`src/rtl/serial_pkg.sv`:
```
// Shared definitions for the serial transmitter/receiver pair: default line
// settings, the receiver state encoding and the bit-period helper.
package serial_pkg;

  localparam int DEFAULT_CLK_FREQ  = 100_000_000;
  localparam int DEFAULT_BAUD_RATE = 9600;

  typedef enum logic [2:0] {
    WAIT_IDLE = 3'd0,
    IDLE      = 3'd1,
    START     = 3'd2,
    DATA      = 3'd3,
    STOP      = 3'd4
  } rx_state_t;

  // System clocks per serial bit (integer division, rounds down).
  function automatic int clks_per_bit(input int freq, input int baud);
    return freq / baud;
  endfunction

endpackage

```
`src/rtl/recv_serial_if.sv`:
```
// Consumer-side bundle of the UART receiver: holding buffer, read strobe,
// sticky error flags and busy.
//
// Handshake: data_out is meaningful while valid=1. A cycle with valid=1 and
// re=1 consumes the byte and valid falls on the next clock unless a new byte
// lands in that same cycle. re while valid=0 has no effect. The receiver never
// stalls: a new byte always overwrites the buffer, flagging overrun when the
// previous byte was still unread.
interface recv_serial_if;
  logic [7:0] data_out;
  logic       valid;
  logic       re;
  logic       clr_err;
  logic       frame_err;
  logic       overrun;
  logic       busy;

  modport master (
    output data_out, valid, frame_err, overrun, busy,
    input  re, clr_err
  );

  modport slave (
    input  data_out, valid, frame_err, overrun, busy,
    output re, clr_err
  );
endinterface

```
`src/rtl/sync_2ff.sv`:
```
// Generic two-flop synchroniser for a single asynchronous bit.
module sync_2ff #(
  parameter logic RST_VAL = 1'b0
) (
  input  logic clk,
  input  logic neg_rst,
  input  logic d,
  output logic q
);

  logic meta_q, meta_d;
  logic sync_q, sync_d;

  // Next values: the input moves one stage per clock.
  always_comb begin
    meta_d = d;
    sync_d = meta_q;
  end

  // Synchronising flop pair with synchronous active-low reset.
  always_ff @(posedge clk) begin
    if (!neg_rst) begin
      meta_q <= RST_VAL;
      sync_q <= RST_VAL;
    end else begin
      meta_q <= meta_d;
      sync_q <= sync_d;
    end
  end

  assign q = sync_q;

endmodule

```
`src/rtl/recv_serial.sv`:
```
// 8N1 UART receiver. Samples each bit at mid-period, checks start/stop bits,
// shifts data LSB-first and presents bytes through a one-entry buffer.
// CLKS_PER_BIT must be at least 4 for the mid-bit counting to make sense.
module recv_serial
  import serial_pkg::*;
#(
  parameter int CLK_FREQ  = DEFAULT_CLK_FREQ,
  parameter int BAUD_RATE = DEFAULT_BAUD_RATE
) (
  input  logic             clk,
  input  logic             neg_rst,
  input  logic             data_in,
  recv_serial_if.master    bus,
  output rx_state_t        dbg_state
);

  localparam int CLKS_PER_BIT = clks_per_bit(CLK_FREQ, BAUD_RATE);
  localparam int HALF_BIT     = CLKS_PER_BIT / 2;
  localparam int CNT_W        = $clog2(CLKS_PER_BIT);

  localparam logic [CNT_W-1:0] BIT_LAST  = CNT_W'(CLKS_PER_BIT - 1);
  localparam logic [CNT_W-1:0] HALF_LAST = CNT_W'(HALF_BIT - 1);
  localparam logic [CNT_W-1:0] CNT_ONE   = CNT_W'(1);

  logic rx_s;

  rx_state_t        state_q,     state_d;
  logic [CNT_W-1:0] clk_cnt_q,   clk_cnt_d;
  logic [2:0]       bit_cnt_q,   bit_cnt_d;
  logic [7:0]       shift_q,     shift_d;
  logic [7:0]       data_out_q,  data_out_d;
  logic             valid_q,     valid_d;
  logic             frame_err_q, frame_err_d;
  logic             overrun_q,   overrun_d;

  // Line synchroniser; resets low so a reset always lands in WAIT_IDLE
  // until the line is seen high.
  sync_2ff #(.RST_VAL(1'b0)) u_sync (
    .clk     (clk),
    .neg_rst (neg_rst),
    .d       (data_in),
    .q       (rx_s)
  );

  // Next-state logic: receiver FSM, holding buffer handshake, sticky flags.
  always_comb begin
    state_d     = state_q;
    clk_cnt_d   = clk_cnt_q;
    bit_cnt_d   = bit_cnt_q;
    shift_d     = shift_q;
    data_out_d  = data_out_q;
    valid_d     = valid_q;
    frame_err_d = frame_err_q;
    overrun_d   = overrun_q;

    // Consumer read and error clear come first so a load or a new error
    // in the same cycle takes priority.
    if (valid_q && bus.re) valid_d = 1'b0;
    if (bus.clr_err) begin
      frame_err_d = 1'b0;
      overrun_d   = 1'b0;
    end

    unique case (state_q)
      WAIT_IDLE: begin
        // Hold off until the line is idle so we never lock onto a
        // mid-frame bit or a break.
        if (rx_s) state_d = IDLE;
      end
      IDLE: begin
        if (!rx_s) begin
          state_d   = START;
          clk_cnt_d = '0;
        end
      end
      START: begin
        if (clk_cnt_q == HALF_LAST) begin
          clk_cnt_d = '0;
          if (!rx_s) begin
            state_d   = DATA;
            bit_cnt_d = 3'd0;
          end else begin
            state_d = IDLE;
          end
        end else begin
          clk_cnt_d = clk_cnt_q + CNT_ONE;
        end
      end
      DATA: begin
        if (clk_cnt_q == BIT_LAST) begin
          clk_cnt_d = '0;
          shift_d   = {rx_s, shift_q[7:1]};
          if (bit_cnt_q == 3'd7) begin
            state_d = STOP;
          end else begin
            bit_cnt_d = bit_cnt_q + 3'd1;
          end
        end else begin
          clk_cnt_d = clk_cnt_q + CNT_ONE;
        end
      end
      STOP: begin
        if (clk_cnt_q == BIT_LAST) begin
          clk_cnt_d = '0;
          if (rx_s) begin
            data_out_d = shift_q;
            valid_d    = 1'b1;
            if (valid_q && !bus.re) overrun_d = 1'b1;
            state_d    = IDLE;
          end else begin
            frame_err_d = 1'b1;
            state_d     = WAIT_IDLE;
          end
        end else begin
          clk_cnt_d = clk_cnt_q + CNT_ONE;
        end
      end
      default: begin
        state_d = WAIT_IDLE;
      end
    endcase
  end

  // State and output registers with synchronous active-low reset.
  always_ff @(posedge clk) begin
    if (!neg_rst) begin
      state_q     <= WAIT_IDLE;
      clk_cnt_q   <= '0;
      bit_cnt_q   <= 3'd0;
      shift_q     <= 8'h00;
      data_out_q  <= 8'h00;
      valid_q     <= 1'b0;
      frame_err_q <= 1'b0;
      overrun_q   <= 1'b0;
    end else begin
      state_q     <= state_d;
      clk_cnt_q   <= clk_cnt_d;
      bit_cnt_q   <= bit_cnt_d;
      shift_q     <= shift_d;
      data_out_q  <= data_out_d;
      valid_q     <= valid_d;
      frame_err_q <= frame_err_d;
      overrun_q   <= overrun_d;
    end
  end

  assign bus.data_out  = data_out_q;
  assign bus.valid     = valid_q;
  assign bus.frame_err = frame_err_q;
  assign bus.overrun   = overrun_q;
  assign bus.busy      = (state_q != IDLE);
  assign dbg_state     = state_q;

endmodule

```
`src/flat_wrapper.sv`:
```
// flat-port wrapper written by rule: the top's interface ports become plain ports
module recv_serial_flat import serial_pkg::*;
#(
  parameter int CLK_FREQ  = DEFAULT_CLK_FREQ,
  parameter int BAUD_RATE = DEFAULT_BAUD_RATE
)
  (clk, neg_rst, data_in, dbg_state, bus_data_out, bus_valid, bus_frame_err, bus_overrun, bus_busy, bus_re, bus_clr_err);
  recv_serial_if bus_i ();
  input  logic clk;
  input  logic neg_rst;
  input  logic data_in;
  output rx_state_t dbg_state;
  output wire logic [$bits(bus_i.data_out)-1:0] bus_data_out;
  output wire logic [$bits(bus_i.valid)-1:0] bus_valid;
  output wire logic [$bits(bus_i.frame_err)-1:0] bus_frame_err;
  output wire logic [$bits(bus_i.overrun)-1:0] bus_overrun;
  output wire logic [$bits(bus_i.busy)-1:0] bus_busy;
  input wire logic [$bits(bus_i.re)-1:0] bus_re;
  input wire logic [$bits(bus_i.clr_err)-1:0] bus_clr_err;
  assign bus_data_out = bus_i.data_out;
  assign bus_valid = bus_i.valid;
  assign bus_frame_err = bus_i.frame_err;
  assign bus_overrun = bus_i.overrun;
  assign bus_busy = bus_i.busy;
  assign bus_i.re = bus_re;
  assign bus_i.clr_err = bus_clr_err;
  recv_serial #(.CLK_FREQ(CLK_FREQ), .BAUD_RATE(BAUD_RATE)) u_core (.clk(clk), .neg_rst(neg_rst), .data_in(data_in), .bus(bus_i), .dbg_state(dbg_state));
endmodule
```
`config.mk`:
```
export PLATFORM = sky130hd
export DESIGN_NAME = recv_serial_flat
export DESIGN_NICKNAME = d
export VERILOG_FILES = /design/src/rtl/serial_pkg.sv /design/src/rtl/recv_serial_if.sv /design/src/rtl/sync_2ff.sv /design/src/rtl/recv_serial.sv /design/src/flat_wrapper.sv
export SDC_FILE = /design/constraint.sdc
export NUM_CORES = 1
export LEC_CHECK = 0
export ABC_AREA = 1
export CAP_MARGIN = 20
export CORE_ASPECT_RATIO = 1.1
export CORE_UTILIZATION = 57
export CTS_CLUSTER_SIZE = 12
export DETAILED_ROUTE_END_ITERATION = 8
export PLACE_DENSITY = 0.85
export SYNTH_ARGS = -nofsm -noshare
export SYNTH_HDL_FRONTEND = slang
export SYNTH_HIERARCHICAL = 1
export SYNTH_SLANG_ARGS = --single-unit
```
`constraint.sdc`:
```
create_clock -name clk -period 1.8 [get_ports clk]
set_input_delay 0.36 -clock clk [delete_from_list [all_inputs] [get_ports clk]]
set_output_delay 0.36 -clock clk [all_outputs]
set_load 0.005 [all_outputs]
```
==> results of run 1 <==
==> flip-flops by register name (all words and copies together) (netlist names) <==
name,cells
u_core/bit_cnt_q,3
u_core/bus.data_out,8
u_core/bus.frame_err,1
u_core/bus.overrun,1
u_core/bus.valid,1
u_core/clk_cnt_q,14
u_core/dbg_state,3
u_core/shift_q,8
u_core/u_sync/meta_q,1
u_core/u_sync/q,1
==> final cells by class <==
type                            count  area, µm²
Multi-Input combinational cell    238       1190
Fill cell                         328       1110
Sequential cell                    41        825
Timing Repair Buffer               23        220
Inverter                           51        191
Clock buffer                        6       72.6
Tap cell                           50       62.6
Clock inverter                      2       15.0
==> timing repair <==
action	in CTS	in global routing
gates resized for setup	1	7
gates cloned	0	1
setup endpoints to repair	1	16
setup buffers	0	2
pin swaps	0	1
hold endpoints to repair	0	0
==> routing by layer <==
layer	GRT usage, %	up-vias	wire, µm	share of wire (%)
li1	-	1123	-	-
met1	33.4	1001	2270	41
met2	48.5	66	2820	51
met3	7.47	9	309	5.6
met4	12.2	0	82	1.5
met5	0	-	0	0
==> cells in the final DEF, fill, tap and decap left out <==
master           instances
buf_4                    4
nand2_2                  6
a21o_1                   1
nor2_4                   3
a21oi_2                  1
nor2_2                   6
o21ai_0                  8
o21a_1                   9
xor2_1                   2
inv_2                    8
ha_2                     1
ha_1                     2
nand3_1                 33
clkbuf_8                 5
nand2_1                 77
clkdlybuf4s50_1         19
a21oi_1                 23
nor3_1                   3
nor3_2                   1
clkbuf_1                 1
clkinvlp_4               2
nand3_2                  3
nand4_1                  9
dfxtp_2                  3
o21ai_1                  6
nor2_1                  40
dfxtp_1                 38
o211ai_1                 2
nand2_4                  2
inv_1                   43
==> cell families (layout without fill, tap and decap cells) <==
family | Yosys count | in the layout | synth area share [%]
adder cells (fa/ha/maj) | 3 | 3 | 1.68
AND/OR/NAND/NOR | 182 | 183 | 37.0
AO/OA/AOI/OAI | 50 | 50 | 12.7
buffers and inverters | 59 | 82 | 11.1
XOR/XNOR | 2 | 2 | 0.784
flip-flops | 41 | 41 | 36.7
==> worst register-to-register path: stages (launching register included) <==
cell and delay, ps:
dfxtp_1 360, ha_2 210, nand2_2 70, inv_2 90, nand2_4 70, nor2_4 140, nand2_4 110, inv_2 100
nand2_2 140, o21ai_1 200, a21oi_1 70
==> worst max-delay path by stage <==
stage,start,to,slack [ps],cells past startpoint
floorplan,u_core/clk_cnt_q[0]$_SDFFE_PN0P_,u_core/shift_q[6]$_SDFFE_PN0P_,320,11
global placement,u_core/clk_cnt_q[0]$_SDFFE_PN0P_,u_core/shift_q[1]$_SDFFE_PN0P_,150,10
detailed placement,u_core/clk_cnt_q[0]$_SDFFE_PN0P_,u_core/shift_q[4]$_SDFFE_PN0P_,80,10
CTS,u_core/dbg_state[2]$_SDFFE_PN0P_,bus_busy,10,3
global route,u_core/clk_cnt_q[1]$_SDFFE_PN0P_,u_core/shift_q[3]$_SDFFE_PN0P_,-7,10
finish,u_core/dbg_state[1]$_SDFFE_PN0P_,bus_busy,80,3
==> through the flow <==
stage                     total power, mW  util, %  std cells  hold WS [ps]
after CTS                            2.22     68.9        408           435
after global routing                 2.38     69.9        411           456
final                                2.23     69.9        411           428
after global placement               1.62     66.4        400           401
after floorplan                      1.46        -        337           390
after detailed placement             1.63     66.4        400           415
==> power by group <==
group | total (mW) | internal (mW) | switching, mW
Combinational | 0.644 | 0.218 | 0.426
Clock | 0.600 | 0.273 | 0.327
Sequential | 0.990 | 0.949 | 0.0415
==> results list, run 1 <==
- Most frequently used flop master after synthesis: dfxtp_1
* Worst setup path class: flip-flop to output port
- Final setup fails: 0
* Fraction of final layout cells with drive strength greater than 1: 12.5%
* Die width: 61.7 µm
- Maximum vdd drop: 757 µV
- Slew at the pin with the worst max-slew slack: 564 ps
* Top-area cell type share of the netlist area: 36.7%
- Clock-pin slew was measured on the worst setup and hold paths at 80 ps.
- Launch point of the worst hold path: u_core/u_sync/meta_q$_SDFF_PN0_
- Routed WL per cell: 13.3 µm
- The final route contains 2199 vias.
- Reg-to-reg startpoint: u_core/clk_cnt_q[1]$_SDFFE_PN0P_
* Slack of the worst reg-to-reg path: 130 ps
* Maximum fanout along the worst path: 4
- Global-route congestion overflow total: 0
- Area growth from synthesis to layout: 15.2%
* Number of cell instances on the worst register-to-register path: 10
- Clock tree root driver cell: clkbuf_8
* Placement Cell Area: 2450 µm²
- The first global-routing pass estimated 8670 µm of wire.
- Die Ht: 67.7 µm
- Share of synthesized flip-flops with an asynchronous set or reset: 0%
- Sequential cell area fraction in the yosys report: 36.7%
- For this design the top-level I/O count stands at 20.
* Outcome: completed
* Power per unit of standard cell area: 868 nW/µm²
- Maximum clock skew at final layout: 4.26 ps
* Cell with the most instances after synthesis: nand2_1
* LEAKAGE: 1.10 nW
* Largest net degree at the start of global routing: 29
- The largest single stage delay on the critical path is 500 ps.
* Slowest cell on the critical path: clkdlybuf4s50_1
- Once layout is done, the placed cells without fillers occupy 2570 µm².
* HPWL after detailed placement: 3890 µm
- The congestion estimate from routability-driven global placement came to 1.03.
* Average instance area after synthesis: 6.63 µm²
* Synthesized cell area: 2240 µm²
- The tool flagged a number of max-cap violations equal to 0.
* Worst min-delay path category: flip-flop to flip-flop
- The count of final max-slew check failures came to 0.
- Share of the clock period used by the worst path after layout: 95.7%
* Post-synthesis net count: 345
- # nets final: 368
- Final Hold Viols: 0
- The endpoint identified for the worst register-to-register timing path is u_core/shift_q[3]$_SDFFE_PN0P_.
- Yosys warning count: 6
- Delay-heaviest family, CP: buffers and inverters
- Buffers placed on the I/O ports in this run total 19.
- Final Critical Period: 1720 ps
* Worst-Skew Late Latency: 300 ps
* Count of flip-flops with a built-in enable after synthesis: 0
- Headroom to the max-slew limit: 62.4%
* Final antenna diode count: 0
- For this run, the top clock speed supported by timing is 581 MHz.
* Post-route antenna net violation count: 0
- Sorting the synthesized cells by how often they occur yields 80 x nand2_1, 43 x inv_1, 41 x dfxtp_1.
- The first routing iteration left 148 violations.
- Core outline area: 3680 µm²
- Total wirelength of the detailed-routed design: 5490 µm
- Synth area leader: dfxtp_1
* Setup slack after layout: 77.5 ps
- Dividing the detail-routed via count by the number of cells gives 5.35.
- STA puts the critical path data required time at 1440 ps.
* Initial antenna violation count: 0
- The worst setup path is launched from a flip-flop.
- In the global route stage, overall resource usage came out at 28.6%.
- Distinct cell type count after synthesis: 27
- The first TritonRoute pass finished after 4 iterations.
* Combined buffer and inverter count along the critical path: 2
* Clock sinks: 41
- The die covers 4180 µm².
- The floorplan has 23 rows.
- Along the worst hold path, the cell count comes to 2.
- Leading post-synthesis cells by cell area: dfxtp_1 37%, nand2_1 13%, nand3_1 7.6%
- Synthesized netlist cell count: 337
* Hold Path Sink: u_core/u_sync/q$_SDFF_PN0_
- Number of CTS-inserted buffers: 5
- Number of hold buffers added after cts: 0
- The clock passes through at most 2 buffers.
- The via count of the first global-routing pass is 2007.
- CTS H-tree depth: 2
- DRC violation count after routing: 0
- The worst setup path is captured at an output port.
- Synthesis inferred 41 register bits.
- Worst-path cell chain: inv_1, nand3_2, clkdlybuf4s50_1
- Adding up every negative setup slack in the final design gives 0 ps.
- Post-Place Worst Slack: 76.1 ps
- Data arrival at the endpoint of the critical path: 1360 ps
* Starting utilization of the core area: 60.7%
- Clock tree from TritonCTS: built
No activity file was read; power rests on OpenSTA's default activity.
==> run 2, diff against run 1 <==
--- a/config.mk
+++ b/config.mk
@@ -9,6 +9,7 @@
 export CAP_MARGIN = 20
 export CORE_ASPECT_RATIO = 1.1
 export CORE_UTILIZATION = 57
+export CTS_CLUSTER_DIAMETER = 50
 export CTS_CLUSTER_SIZE = 12
 export DETAILED_ROUTE_END_ITERATION = 8
 export PLACE_DENSITY = 0.85
==> results of run 2 <==
Final layout, timing and power as in run 1 (identical DEF).
==> run 3, diff against run 2 <==
--- a/config.mk
+++ b/config.mk
@@ -12,8 +12,8 @@
 export CTS_CLUSTER_DIAMETER = 50
 export CTS_CLUSTER_SIZE = 12
 export DETAILED_ROUTE_END_ITERATION = 8
+export HOLD_SLACK_MARGIN = 0.12
 export PLACE_DENSITY = 0.85
 export SYNTH_ARGS = -nofsm -noshare
 export SYNTH_HDL_FRONTEND = slang
-export SYNTH_HIERARCHICAL = 1
 export SYNTH_SLANG_ARGS = --single-unit
==> run 3 against run 2 <==
Non-clock buffer count rose by 1. Clock skew barely moved. Global-route usage fell by 1.4 points. Routed wire length fell by 4.2%. Setup slack got worse by 30 ps. Register-to-register slack improved by 40 ps. Clock power barely moved. Maximum frequency fell by 1.7%.
==> results list, run 3 <==
* Top-area cell type share of the netlist area: 36.3% (-0.37 points)
- Overall routing resource usage: 27.2% (-1.4 points)
- Area growth from synthesis to layout: 15.6%
- The row count came to 23 (unchanged).
- The count of final hold-check violations is 0 (unchanged).
* Clock sinks: 41 (unchanged)
- Worst min-delay path category: flip-flop to flip-flop
- The number of inserted filler cells in the final layout is 310 (-5.5%).
- The number of storage elements in the synthesis netlist came to 41 (unchanged).
* Worst-path cell chain: inv_1, nand3_1, clkdlybuf4s50_1
- Number of flip-flops under the largest register name: 14 (unchanged)
* Maximum fanout along the worst path: 5 (+1)
- Setup slack after layout: 47.2 ps (-30.3 ps)
- Initial antenna violation count: 0 (unchanged)
- The total of hold buffers inserted after clock tree synthesis is 0 (unchanged).
- The cell count after placement was 402 (+0.50%).
* Headroom to the max-slew limit: 63.4% (+1.1 points)
- The slowest stage of the critical path is the clkdlybuf4s50_1 cell.
- CTS H-tree depth: 2 (unchanged)
- The required time reported for the critical path endpoint was 1440 ps (about the same).
* Worst-Skew Late Latency: 300 ps (about the same)
- The static power due to leakage was 1.09 nW (-1.5%).
* Fraction of final layout cells with drive strength greater than 1: 13.6% (+1.1 points)
- Top-level port count: 20 (unchanged)
- Average instance area after synthesis: 6.74 µm² (+1.6%)
* Routed WL per cell: 12.8 µm (-4.0%)
- The number of nets in the finished design came to 367 (-0.27%).
- Leaving out fill and tap cells, the most frequent cell in the layout is nand2_1.
* Fmax: 571 MHz (-1.7%)
- In this run the clock root is driven by a clkbuf_8.
- Cell with the most instances after synthesis: nand2_1
- Sorting the synthesized cells by how often they occur yields 70 x nand2_1, 41 x dfxtp_1, 40 x nor2_1.
- The share of the cycle needed by the critical path after routing was 97.4% (+1.7 points).
* Delay-heaviest family, CP: buffers and inverters
- Of all cell types, the one taking the most synthesized area is dfxtp_1.
* Data arrival at the endpoint of the critical path: 1390 ps (+30 ps)
* Vias in the first global route: 1935 (-3.6%)
- The width of the die is 62.0 µm (+0.49%).
* Crit path capture type: output port
- The largest vdd supply drop is 786 µV (+3.8%).
- Die Area: 4220 µm² (+0.98%)
- Worst setup path class: flip-flop to output port
* Number of buffer cells added on primary ports: 19 (unchanged)
* Share of synthesized flip-flops with an asynchronous set or reset: 0% (unchanged)
- The cell area after synthesis came to 2260 µm² (+1.0%).
- Crit path launch type: flip-flop
- The pin count of the biggest net entering global routing was 18 (-38%).
- First-pass GRT wire length: 8470 µm (-2.3%)
- Synthesized netlist cell count: 335 (-0.59%)
- The top cell types in the final layout, fill and taps aside, are 70 x nand2_1, 40 x nor2_1, 38 x dfxtp_1.
- Combined buffer and inverter count along the critical path: 2 (unchanged)
* Clock transition at path regs: 80 ps (about the same)
- The post-layout minimum cycle time came to 1750 ps (+30.3 ps).
- Unrepaired setup endpoints after global routing: no
- Outcome: completed
* Slew at the pin with the worst max-slew slack: 548 ps (-15.9 ps)
* Most flops, register: u_core.clk_cnt_q
* Per-cell via count in the routed design: 5.40 (+0.84%)
- Maximum count of clock buffers along a single path: 2 (unchanged)
- DRC violation count after routing: 0 (unchanged)
- The worst-case clock skew came to 4.28 ps (+0.0248 ps).
- Max_cap viols: 0 (unchanged)
- The stage delay of the slowest cell on the critical path came to 500 ps (about the same).
* Number of max-slew violations in the final report: 0 (unchanged)
- The total number of yosys warnings came to 0 (-6).
- Total wirelength of the detailed-routed design: 5250 µm (-4.2%)
* Leading post-synthesis cells by cell area: dfxtp_1 36%, nand2_1 12%, nor2_1 6.6%
- Starting utilization of the core area: 60.8% (+0.14 points)
- The number of optimization iterations in the first detailed-route pass is 4 (unchanged).
- Non-Filler Instances: 410 (-0.24%)
* Die Ht: 68.0 µm (+0.49%)
- Sequential cell area fraction in the yosys report: 36.3% (-0.37 points)
- The total negative slack came to 0 ps (unchanged).
- Post-route antenna net violation count: 0 (unchanged)
* Post-Place Worst Slack: 84.5 ps (+8.40 ps)
* Most frequently used flop master after synthesis: dfxtp_1
* Final antenna diode count: 0 (unchanged)
* Count of flip-flops with a built-in enable after synthesis: 0 (unchanged)
- Post-synthesis net count: 343 (-0.58%)
- The number of buffers created by CTS was 5 (unchanged).
- The weighted congestion reported at the end of routability-driven placement is 0.949 (-7.6%).
* Final setup fails: 0 (unchanged)
* Power per unit of standard cell area: 881 nW/µm² (+1.6%)
* Distinct cell type count after synthesis: 29 (+7.4%)
- HPWL after detailed placement: 3810 µm (-2.0%)
- Overall power consumption: 2.30 mW (+3.0%)
* Routed via count: 2212 (+0.59%)
* Core outline area: 3710 µm² (+0.78%)
* Clock tree from TritonCTS: built
- Detailed router's first-iteration violation count: 134 (-9.5%)
- The final global-route overflow total is 0 (unchanged).
-- run 3: cell count changes in the layout (fill, tap and decap cells not counted), moves of 2 or more --
cell,before,now
or2_0,0,2
clkinv_2,0,2
o21ai_0,8,19
a21oi_1,23,26
nand2_1,77,70
o21a_1,9,0
o21ai_1,6,1
nand4_1,9,17
inv_1,43,37
a21oi_2,1,3
nand3_1,33,29
nor2_2,6,3
-- run 3: layout make-up --
| class | instances | area, µm² | share of cell area [%] |
|---|---|---|---|
| Inverter | 46 | 178 | 6.80 |
| Sequential cell | 41 | 825 | 31.6 |
| Clock buffer | 5 | 68.8 | 2.64 |
| Tap cell | 50 | 62.6 | 2.40 |
| Multi-Input combinational cell | 241 | 1230 | 47.2 |
| Clock inverter | 3 | 17.5 | 0.671 |
| Timing Repair Buffer | 24 | 228 | 8.72 |
-- run 3: path summary, 6_finish.rpt --
path	start	endpoint	slack [ps]	depth (start not counted)
max	u_core.dbg_state[1]$_SDFFE_PN0P_	bus_busy	50	3
min	u_core.u_sync.meta_q$_SDFF_PN0_	u_core.u_sync.q$_SDFF_PN0_	430	2
max reg2reg	u_core.clk_cnt_q[0]$_SDFFE_PN0P_	u_core.dbg_state[0]$_SDFFE_PN0P_	170	11
min reg2reg	u_core.u_sync.meta_q$_SDFF_PN0_	u_core.u_sync.q$_SDFF_PN0_	430	2
-- run 3: repair_timing --
| action | in CTS | in global routing |
|---|---|---|
| setup buffers | 0 | 0 |
| endpoints found under the setup margin | 1 | 10 |
| endpoints found under the hold margin | 0 | 0 |
| resized for setup | 3 | 4 |
-- run 3: stage by stage --
stage          hold WS, ps  util (%)  cell area, µm²
6_report               432      70.3            2610
5_1_grt                450      70.3            2610
4_1_cts                437      70.0            2600
3_5_place_dp           420      67.6            2510
3_3_place_gp           405      67.6            2510
2_1_floorplan          390         -            2260
-- run 3: kinds of logic after synthesis --
group / Yosys count / synth area share (%)
AND/OR/NAND/NOR: 182 / 38.5
AO/OA/AOI/OAI: 53 / 12.7
buffers and inverters: 53 / 9.64
flip-flops: 41 / 36.3
XOR/XNOR: 3 / 1.16
adder cells (fa/ha/maj): 3 / 1.66
-- run 3: power breakdown --
group | switching (mW) | internal, mW
Combinational | 0.463 | 0.233
Sequential | 0.0604 | 0.948
Clock | 0.330 | 0.268
-- run 3: worst min-delay path: stages, from the launching register on --
cell and delay, ps:
dfxtp_1 310, nand2_1 60, inv_1 30
-- run 3: metal layers --
metal  track usage, %  share of wire, %  vias up
li1                 -                 -     1143
met1             35.7                46      998
met2             43.6                47       64
met3             6.43               5.9        7
met4             8.33               1.3        0
met5                0                 0        -
